**src/rtl/mdu_if.sv**
```systemverilog
// mdu_if: request/result bundle between the EX stage and the multiply/divide unit
interface mdu_if #(parameter int W = 32);
  logic start, flush, ready, busy, done, div_zero;
  logic [5:0] funct;
  logic [W-1:0] rs, rt, hi, lo;
  modport master(output start, funct, rs, rt, flush, input ready, busy, done, div_zero, hi, lo);
  modport slave(input start, funct, rs, rt, flush, output ready, busy, done, div_zero, hi, lo);
endinterface

```
**src/rtl/mdu_iterative.sv**
```systemverilog
// mdu_iterative: one-bit-per-cycle mult/multu/div/divu unit owning the HI/LO registers
module mdu_iterative #(
  parameter int W = 32,
  parameter int CW = 6
) (
  input logic clk,
  input logic reset,
  mdu_if.slave m
);
  typedef enum logic [1:0] {IDLE, CALC, FIX} state_t;
  state_t state, state_n;
  logic [W-1:0] a, b, hi_r, lo_r, rsub, quo, rem;
  logic [2*W-1:0] acc, prod;
  logic [CW-1:0] cnt;
  logic [W:0] rsh;
  logic is_div, neg_q, neg_r, dz, done_r, dz_r, take, is_md, sgn, ge, commit;
  always_comb begin
    take = state == IDLE && m.start && !m.flush;
    is_md = m.funct[5:2] == 4'b0110;
    sgn = !m.funct[0];
    state_n = state == IDLE ? (take && is_md ? CALC : IDLE) :
              m.flush ? IDLE :
              state == CALC ? (cnt == CW'(1) ? FIX : CALC) : IDLE;
    commit = state == FIX && !m.flush;
    rsh = {acc[2*W-1:W], a[W-1]};
    ge = rsh >= {1'b0, b};
    rsub = rsh[W-1:0] - b;
    quo = neg_q ? -acc[W-1:0] : acc[W-1:0];
    rem = neg_r ? -acc[2*W-1:W] : acc[2*W-1:W];
    prod = neg_q ? -acc : acc;
  end
  always_ff @(posedge clk) begin
    if (reset) state <= IDLE;
    else state <= state_n;
  end
  always_ff @(posedge clk) begin
    if (reset) begin
      hi_r <= '0;
      lo_r <= '0;
      done_r <= 1'b0;
      dz_r <= 1'b0;
    end else begin
      done_r <= commit;
      dz_r <= commit && is_div && dz;
      if (take && m.funct == 6'b010001) hi_r <= m.rs;
      if (take && m.funct == 6'b010011) lo_r <= m.rs;
      if (take && is_md) begin
        a <= sgn && m.rs[W-1] ? -m.rs : m.rs;
        b <= sgn && m.rt[W-1] ? -m.rt : m.rt;
        acc <= '0;
        cnt <= CW'(W);
        is_div <= m.funct[1];
        neg_q <= sgn && (m.rs[W-1] ^ m.rt[W-1]);
        neg_r <= sgn && m.rs[W-1];
        dz <= m.rt == '0;
      end else if (state == CALC) begin
        cnt <= cnt - CW'(1);
        if (is_div) begin
          acc <= {ge ? rsub : rsh[W-1:0], acc[W-2:0], ge};
          a <= a << 1;
        end else begin
          acc <= {acc[2*W-2:0], 1'b0} + (b[W-1] ? {{W{1'b0}}, a} : '0);
          b <= b << 1;
        end
      end
      if (commit) begin
        hi_r <= is_div ? rem : prod[2*W-1:W];
        lo_r <= is_div ? (dz ? '1 : quo) : prod[W-1:0];
      end
    end
  end
  assign m.ready = state == IDLE;
  assign m.busy = state != IDLE;
  assign m.done = done_r;
  assign m.div_zero = dz_r;
  assign m.hi = hi_r;
  assign m.lo = lo_r;
endmodule

```
**src/flat_wrapper.sv**
```systemverilog
// flat-port wrapper written by rule: the top's interface ports become plain ports
module mdu_iterative_flat 
#(
  parameter int W = 32,
  parameter int CW = 6
)
  (clk, reset, m_start, m_funct, m_rs, m_rt, m_flush, m_ready, m_busy, m_done, m_div_zero, m_hi, m_lo);
  mdu_if #(.W(W)) m_i ();
  input logic clk;
  input logic reset;
  input wire logic [$bits(m_i.start)-1:0] m_start;
  input wire logic [$bits(m_i.funct)-1:0] m_funct;
  input wire logic [$bits(m_i.rs)-1:0] m_rs;
  input wire logic [$bits(m_i.rt)-1:0] m_rt;
  input wire logic [$bits(m_i.flush)-1:0] m_flush;
  output wire logic [$bits(m_i.ready)-1:0] m_ready;
  output wire logic [$bits(m_i.busy)-1:0] m_busy;
  output wire logic [$bits(m_i.done)-1:0] m_done;
  output wire logic [$bits(m_i.div_zero)-1:0] m_div_zero;
  output wire logic [$bits(m_i.hi)-1:0] m_hi;
  output wire logic [$bits(m_i.lo)-1:0] m_lo;
  assign m_i.start = m_start;
  assign m_i.funct = m_funct;
  assign m_i.rs = m_rs;
  assign m_i.rt = m_rt;
  assign m_i.flush = m_flush;
  assign m_ready = m_i.ready;
  assign m_busy = m_i.busy;
  assign m_done = m_i.done;
  assign m_div_zero = m_i.div_zero;
  assign m_hi = m_i.hi;
  assign m_lo = m_i.lo;
  mdu_iterative #(.W(W), .CW(CW)) u_core (.clk(clk), .reset(reset), .m(m_i));
endmodule
```
**config.mk**
```make
export PLATFORM = sky130hd
export DESIGN_NAME = mdu_iterative_flat
export DESIGN_NICKNAME = d
export VERILOG_FILES = /design/src/rtl/mdu_if.sv /design/src/rtl/mdu_iterative.sv /design/src/flat_wrapper.sv
export SDC_FILE = /design/constraint.sdc
export NUM_CORES = 1
export LEC_CHECK = 0
export ABC_AREA = 1
export CORE_MARGIN = 1.5
export CORE_UTILIZATION = 30
export DETAILED_ROUTE_END_ITERATION = 10
export SYNTH_ARGS = -nofsm -noshare
export SYNTH_HDL_FRONTEND = slang
export SYNTH_SLANG_ARGS = --single-unit
```
**constraint.sdc**
```tcl
create_clock -name clk -period 5.4 [get_ports clk]
set_input_delay 0.54 -clock clk [delete_from_list [all_inputs] [get_ports clk]]
set_output_delay 0.54 -clock clk [all_outputs]
set_load 0.005 [all_outputs]
```
# Yosys cells after proc, flatten, opt, wreduce, memory -nomap -nowiden
# Index checks and enable logic that the tools add are counted.
word_totals:
  out_inout_bits: 68
  inputBits: 74
  regBits: 206
classes:
  n_addsub: 8
  reduce_logical: 24
  n_mux: 28
  n_bitwise: 2
  eq_ne: 7
  magnitude_cmp: 1
ops:
  columns: ["op", "n"]
  rows:
  - ["two-way mux 32 bit", 19]
  - ["two-way mux 64 bit", 3]
  - ["negation 32 bit", 4]
  - ["adder 64 bit", 1]
  - ["negation 64 bit", 1]
  - [">= comparator 33 x 32 -> 1 bit", 1]
  - ["zero test 32 bit", 1]
  - ["subtractor 32 bit", 1]
  - ["equality test 6 x 5 -> 1 bit (second input constant)", 2]
  - ["logical AND 1 bit", 11]
  - ["nonzero test 2 bit", 5]
  - ["two-way mux 2 bit", 4]
  - ["equality test 6 x 1 -> 1 bit (second input constant)", 1]
  - ["two-way mux 6 bit", 1]
  - ["AND reduction 3 bit", 2]
  - ["subtractor 6 x 1 -> 6 bit (second input constant)", 1]
  - ["equality test 4 x 3 -> 1 bit (second input constant)", 1]
  - ["AND reduction 2 bit", 2]
  - ["equality test 2 x 1 -> 1 bit (second input constant)", 1]
  - ["equality test 2 bit (second input constant)", 1]
  - ["zero test 1 bit", 2]
  - ["zero test 2 bit", 1]
  - ["!= test 2 bit (second input constant)", 1]
  - ["two-way mux 1 bit", 1]
  - ["2 further kinds", 2]

# Logic depth before layout (Yosys ltp)
depth:
  depth_word: 6
  depth_mapped: 21

# Worst setup path before layout
# Ideal clock, no wire load.
synth_path:
  kind: "register to register"
  from: "register u_core.is_div"
  to: "register u_core.a[0], enable pin"
  period_less_slack_ns: 3.823
  slack_ns: 1.577
  path_stages_with_launch: 6
  arrival_ns: 3.358
  cell_sequence: "edfxtp_1 > clkbuf_1 > inv_1 > buf_2 > buf_1 > o21ai_0"
synth_between:
  elab_chain_cells: 2
synth_rtl:
  columns: ["element", "line", "text"]
  rows:
  - ["from (decl)", "mdu_iterative.sv:16", "logic is_div, neg_q, neg_r, dz, done_r, dz_r, take, is_md, sgn, ge, commit;"]
  - ["from (signal assigned)", "mdu_iterative.sv:52", "is_div <= m.funct[1];"]
  - ["nonzero test 2 bit (no line)", null, null]
  - ["AND reduction 3 bit (no line)", null, null]
  - ["to (signal assigned)", "mdu_iterative.sv:48", "a <= sgn && m.rs[W-1] ? -m.rs : m.rs;"]
  - ["to (signal assigned)", "mdu_iterative.sv:60", "a <= a << 1;"]
  - ["to (decl)", "mdu_iterative.sv:12", "logic [W-1:0] a, b, hi_r, lo_r, rsub, quo, rem;"]
# Every way passes these cells.
# A chain may end at the register's enable or synchronous reset.

# Final worst setup path
layout_path:
  from: "register u_core.b[31]"
  to: "register u_core.acc[47], data pin"
layout_between:
  elab_chain_cells: 4
layout_rtl:
  columns: ["element", "line", "text"]
  rows:
  - ["from (decl)", "mdu_iterative.sv:12", null]
  - ["from (signal assigned)", "mdu_iterative.sv:49", "b <= sgn && m.rt[W-1] ? -m.rt : m.rt;"]
  - ["from (signal assigned)", "mdu_iterative.sv:63", "b <= b << 1;"]
  - ["two-way mux 32 bit or >= comparator 33 x 32 -> 1 bit (tied branches)", "mdu_iterative.sv:62, mdu_iterative.sv:26", null]
  - ["adder 64 bit or two-way mux 32 bit (tied branches)", "mdu_iterative.sv:62, mdu_iterative.sv:59", null]
  - ["two-way mux 64 bit (*)", "mdu_iterative.sv:58", "if (is_div) begin"]
  - ["two-way mux 64 bit (*)", "mdu_iterative.sv:56", "end else if (state == CALC) begin"]
  - ["to (signal assigned)", "mdu_iterative.sv:59", "acc <= {ge ? rsub : rsh[W-1:0], acc[W-2:0], ge};"]
  - ["to (signal assigned)", "mdu_iterative.sv:62", "acc <= {acc[2*W-2:0], 1'b0} + (b[W-1] ? {{W{1'b0}}, a} : '0);"]
  - ["to (decl)", "mdu_iterative.sv:13", "logic [2*W-1:0] acc, prod;"]
# Every way passes the cells marked *; elsewhere a longest branch is shown, timed or not. The select of a mux whose other input is x is not followed.

==> flow_summary.yaml <==
synthesis:
  synth_enable_flop_cells: 138
  synth_nets: 3478
  register_area_share_after_synthesis_pct: 27.5
  postSynthAreaPerCell_sq_um: 6.01
  synth_top_area_cell: "sky130_fd_sc_hd__edfxtp_1"
  async_flop_share_pct: 0
  ys.warnings.count: 0
  dominantRegCellSynth: "sky130_fd_sc_hd__edfxtp_1"
  synth_top_cells_by_area: "sky130_fd_sc_hd__edfxtp_1 (21%), sky130_fd_sc_hd__nand2_1 (20%), sky130_fd_sc_hd__inv_1 (9.7%), sky130_fd_sc_hd__nand3_1 (8.0%), sky130_fd_sc_hd__dfxtp_1 (6.8%)"
  synth_top_cell_area_share_pct: 20.7
  synthCells: 3332
  netlist-cell-type-count: 58
  synthesis.area_sq_mm: 0.0200
  ys_seq_elements: 206
critical_path:
  cp-start-kind: "register"
  worstRegToRegCells: 17
  worstSetupEndpointType: "register"
  criticalPathCategory: "register to register"
  required_ns: 5.68
  timing.rr.start: "u_core.b[31]$_DFFE_PP_"
  reg2reg_to: "u_core.acc[47]$_SDFFCE_PP0P_"
  worst_setup_slack_for_register_to_register_paths_ns: 1.71
  worstPathArrival_ns: 3.97
  worst_path_maximum_fanout: 18
drt:
  detailedRoute.firstIterationViolations: 2230
  dr_wl_met3_mm: 5.10
  dr.max_layer_used: "met4"
  detail_route.wl_per_cell_um: 18.5
  route.antenna.remaining_nets: 0
  avgViaCountPerCell: 5.06
  pre_antenna_drt_iters: 6
  route.met2.wl_mm: 36.5
  drcViolationCount: 0
  wl_mm: 79.3
  routed-via-count: 21696
  drt-met1-wl_mm: 34.1
floorplan:
  die_w_um: 261
  core.rowCount: 94
  area_of_the_die_sq_mm: 0.0683
  core_sq_mm: 0.0659
  ios: 142
  floorplan.initialDensity_pct: 30.4
  dieHeight_um: 261
clocking:
  tritoncts.num_buffers: 25
  post-cts-setup-buffers: 0
  htree_levels: 1
  cts_tree: "yes"
  cts-root-buf: "sky130_fd_sc_hd__clkbuf_16"
  cts.path.max_buffers: 3
  clkTransAtPathRegs_ns: 0.06
  post_cts_resized: 0
  worstSkewPairLatency_ns: 0.57
  cts_sinks: 206
  hold_fix_buffers_cts: 0
global_routing:
  globalRouteTotalUtil_pct: 22.5
  grt_start_max_net_pins: 77
  antenna_found_initial: 0
  global_route_wire_length_before_repair_mm: 118
  via_count_of_the_first_global_routing_pass: 19533
  grt_overflow: 0
power_and_ir_drop:
  p_comb_share_pct: 8.2
  peakVddDrop_v: 0.000248
  power.clock.fraction_pct: 46.9
  seq_power_share_pct: 44.9
  total_leakage_power_nw: 10.8
  power.net_switching_uw: 958
  power.internal_mw: 2.80
  swShare_pct: 25.5
  p_per_cell_area_mw_per_mm2: 163
  report.power.total_mw: 3.76
worst_hold_path:
  launch_point_of_the_worst_hold_path: "u_core.m.lo[1]$_SDFFE_PP0P_"
  hold_class: "register to register"
  hold_end: "u_core.m.lo[1]$_SDFFE_PP0P_"
  min_path_cells: 2
cells_and_area:
  net_count_of_the_finished_layout: 3553
  final_area_sq_mm: 0.0230
  layout_commonest_cell: "sky130_fd_sc_hd__nand2_1"
  finish.cell_count_without_fillers: 4290
  antenna-diode-count: 0
  fill_cells: 7418
  commonest_non_fill_non_tap_cells_in_the_layout: "sky130_fd_sc_hd__nand2_1 (1057), sky130_fd_sc_hd__inv_1 (517), sky130_fd_sc_hd__nand3_1 (317)"
  multiInputGateArea_sq_mm: 0.0121
  layout-drive-gt1-share_pct: 3.71
  layout_overhead_on_the_synthesized_area_pct: 14.9
  layout.area.seq_sq_mm: 0.00551
sta:
  timing.setup.tns_ns: 0
  final_period_utilization_pct: 68.3
  rsz0062_at_grt: "false"
  max_clock_freq_ghz: 0.271
  final_period_demand_of_the_worst_path_ns: 3.69
  maxSlewHeadroom_pct: 33.4
  tightest_slew_ns: 0.996
  post-route-worst-setup-slack_ns: 1.71
  final-max-slew-violation-count: 0
  clock_skew_ns: 0.0246
  setup_viol: 0
  final_hold_viol_count: 0
place:
  post-place-cells: 4244
  place.gp.congestion: 0.974
  place_area_sq_mm: 0.0222
  port-buffer-count: 141
  detailed_place_hpwl_mm: 63.1
  place_worst_setup_slack_ns: 1.58
run:
  timing.max_cap.violations: 0
run_status:
  status: "complete, no violations"
-- how the worst max path moves through the flow --
stage	start	endpoint	slack [ns]	cells after the start
3_5_place_dp	m_funct[4]	u_core.acc[5]$_SDFFCE_PP0P_	1.58	11
2_1_floorplan	u_core.is_div$_DFFE_PP_	u_core.a[0]$_SDFFCE_PN0P_	1.58	5
3_3_place_gp	m_funct[4]	u_core.acc[2]$_SDFFCE_PP0P_	1.62	11
4_1_cts	u_core.b[31]$_DFFE_PP_	u_core.acc[47]$_SDFFCE_PP0P_	1.75	17
6_report	u_core.b[31]$_DFFE_PP_	u_core.acc[47]$_SDFFCE_PP0P_	1.71	17
5_1_grt	u_core.b[31]$_DFFE_PP_	u_core.acc[47]$_SDFFCE_PP0P_	1.54	17
-- area by class of cell --
cell class	count	share of cell area, %
clock buffer	31	2.82
clock inverter	15	0.778
inverter	527	8.60
multi-input combinational	2486	52.4
sequential	206	23.9
tap	864	4.70
timing repair buffer	161	6.79
-- synthesized netlist by cell type, types with 7 or more instances --
cell type and number:
sky130_fd_sc_hd__nand2_1 1058, sky130_fd_sc_hd__inv_1 517, sky130_fd_sc_hd__nand3_1 318, sky130_fd_sc_hd__nor2_1 312, sky130_fd_sc_hd__o21ai_0 218, sky130_fd_sc_hd__a21oi_1 171
sky130_fd_sc_hd__edfxtp_1 138, sky130_fd_sc_hd__xor2_1 76, sky130_fd_sc_hd__ha_1 70, sky130_fd_sc_hd__dfxtp_1 68, sky130_fd_sc_hd__clkbuf_1 56, sky130_fd_sc_hd__nand4_1 45
sky130_fd_sc_hd__buf_2 42, sky130_fd_sc_hd__a31oi_1 32, sky130_fd_sc_hd__nor3_1 24, sky130_fd_sc_hd__o21ai_1 17, sky130_fd_sc_hd__or2_2 17, sky130_fd_sc_hd__nand3b_1 14
sky130_fd_sc_hd__nor2_2 12, sky130_fd_sc_hd__and2_1 11, sky130_fd_sc_hd__nor4_1 10, sky130_fd_sc_hd__xnor2_1 10, sky130_fd_sc_hd__buf_1 9, sky130_fd_sc_hd__inv_2 8
sky130_fd_sc_hd__nand2_2 8, sky130_fd_sc_hd__o211ai_1 8, sky130_fd_sc_hd__o21bai_1 8, sky130_fd_sc_hd__o31ai_1 7
-- sequential cells by signal, indices dropped and copies added (netlist names), 2 cells and up --
register / cells
u_core.state: 2
u_core.acc: 64
u_core.m.hi: 32
u_core.a: 32
u_core.cnt: 6
u_core.m.lo: 32
u_core.b: 32
-- worst max-delay path: stages (launching register included) --
cell	delay [ns]
sky130_fd_sc_hd__edfxtp_1	0.90
sky130_fd_sc_hd__buf_4	0.36
sky130_fd_sc_hd__nand2_1	0.13
sky130_fd_sc_hd__fa_1	0.45
sky130_fd_sc_hd__inv_1	0.11
sky130_fd_sc_hd__nand3_1	0.07
sky130_fd_sc_hd__nand2_1	0.20
sky130_fd_sc_hd__nand2_1	0.08
sky130_fd_sc_hd__nand2_1	0.16
sky130_fd_sc_hd__nand2_1	0.07
sky130_fd_sc_hd__nand2_1	0.15
sky130_fd_sc_hd__nand2_1	0.08
sky130_fd_sc_hd__nand3_1	0.31
sky130_fd_sc_hd__nand2_1	0.09
sky130_fd_sc_hd__inv_1	0.07
sky130_fd_sc_hd__nor2_1	0.04
sky130_fd_sc_hd__nor2_1	0.08
sky130_fd_sc_hd__nor2_1	0.04
-- metrics by stage --
stage,hold WS (ns),utilization [%]
after floorplan,0.456,-
after global placement,0.457,33.7
after detailed placement,0.458,33.7
after CTS,0.468,34.9
after global routing,0.487,34.9
final,0.471,34.9
-- kinds of logic after synthesis --
logic type | share of synthesized area, %
buf+inv | 12.4
flops | 27.5
compound gates | 12.8
xor+xnor | 3.76
simple gates | 38.9
fa+ha+maj | 4.58
-- metal layers --
metal	up-vias	global-route usage, %
li1	10857	-
met1	9798	30.0
met2	866	37.1
met3	175	2.31
met4	0	9.39
met5	-	0
-- power groups by stage --
stage / registers [mW] / logic, mW / clock network [mW]
after detailed placement: 1.72 / 0.304 / 0
final: 1.69 / 0.309 / 1.76
after CTS: 1.69 / 0.305 / 1.78
after global routing: 1.69 / 0.338 / 1.84
after floorplan: 1.71 / 0.160 / 0
after global placement: 1.72 / 0.304 / 0
(Power assumes the default switching activity.)
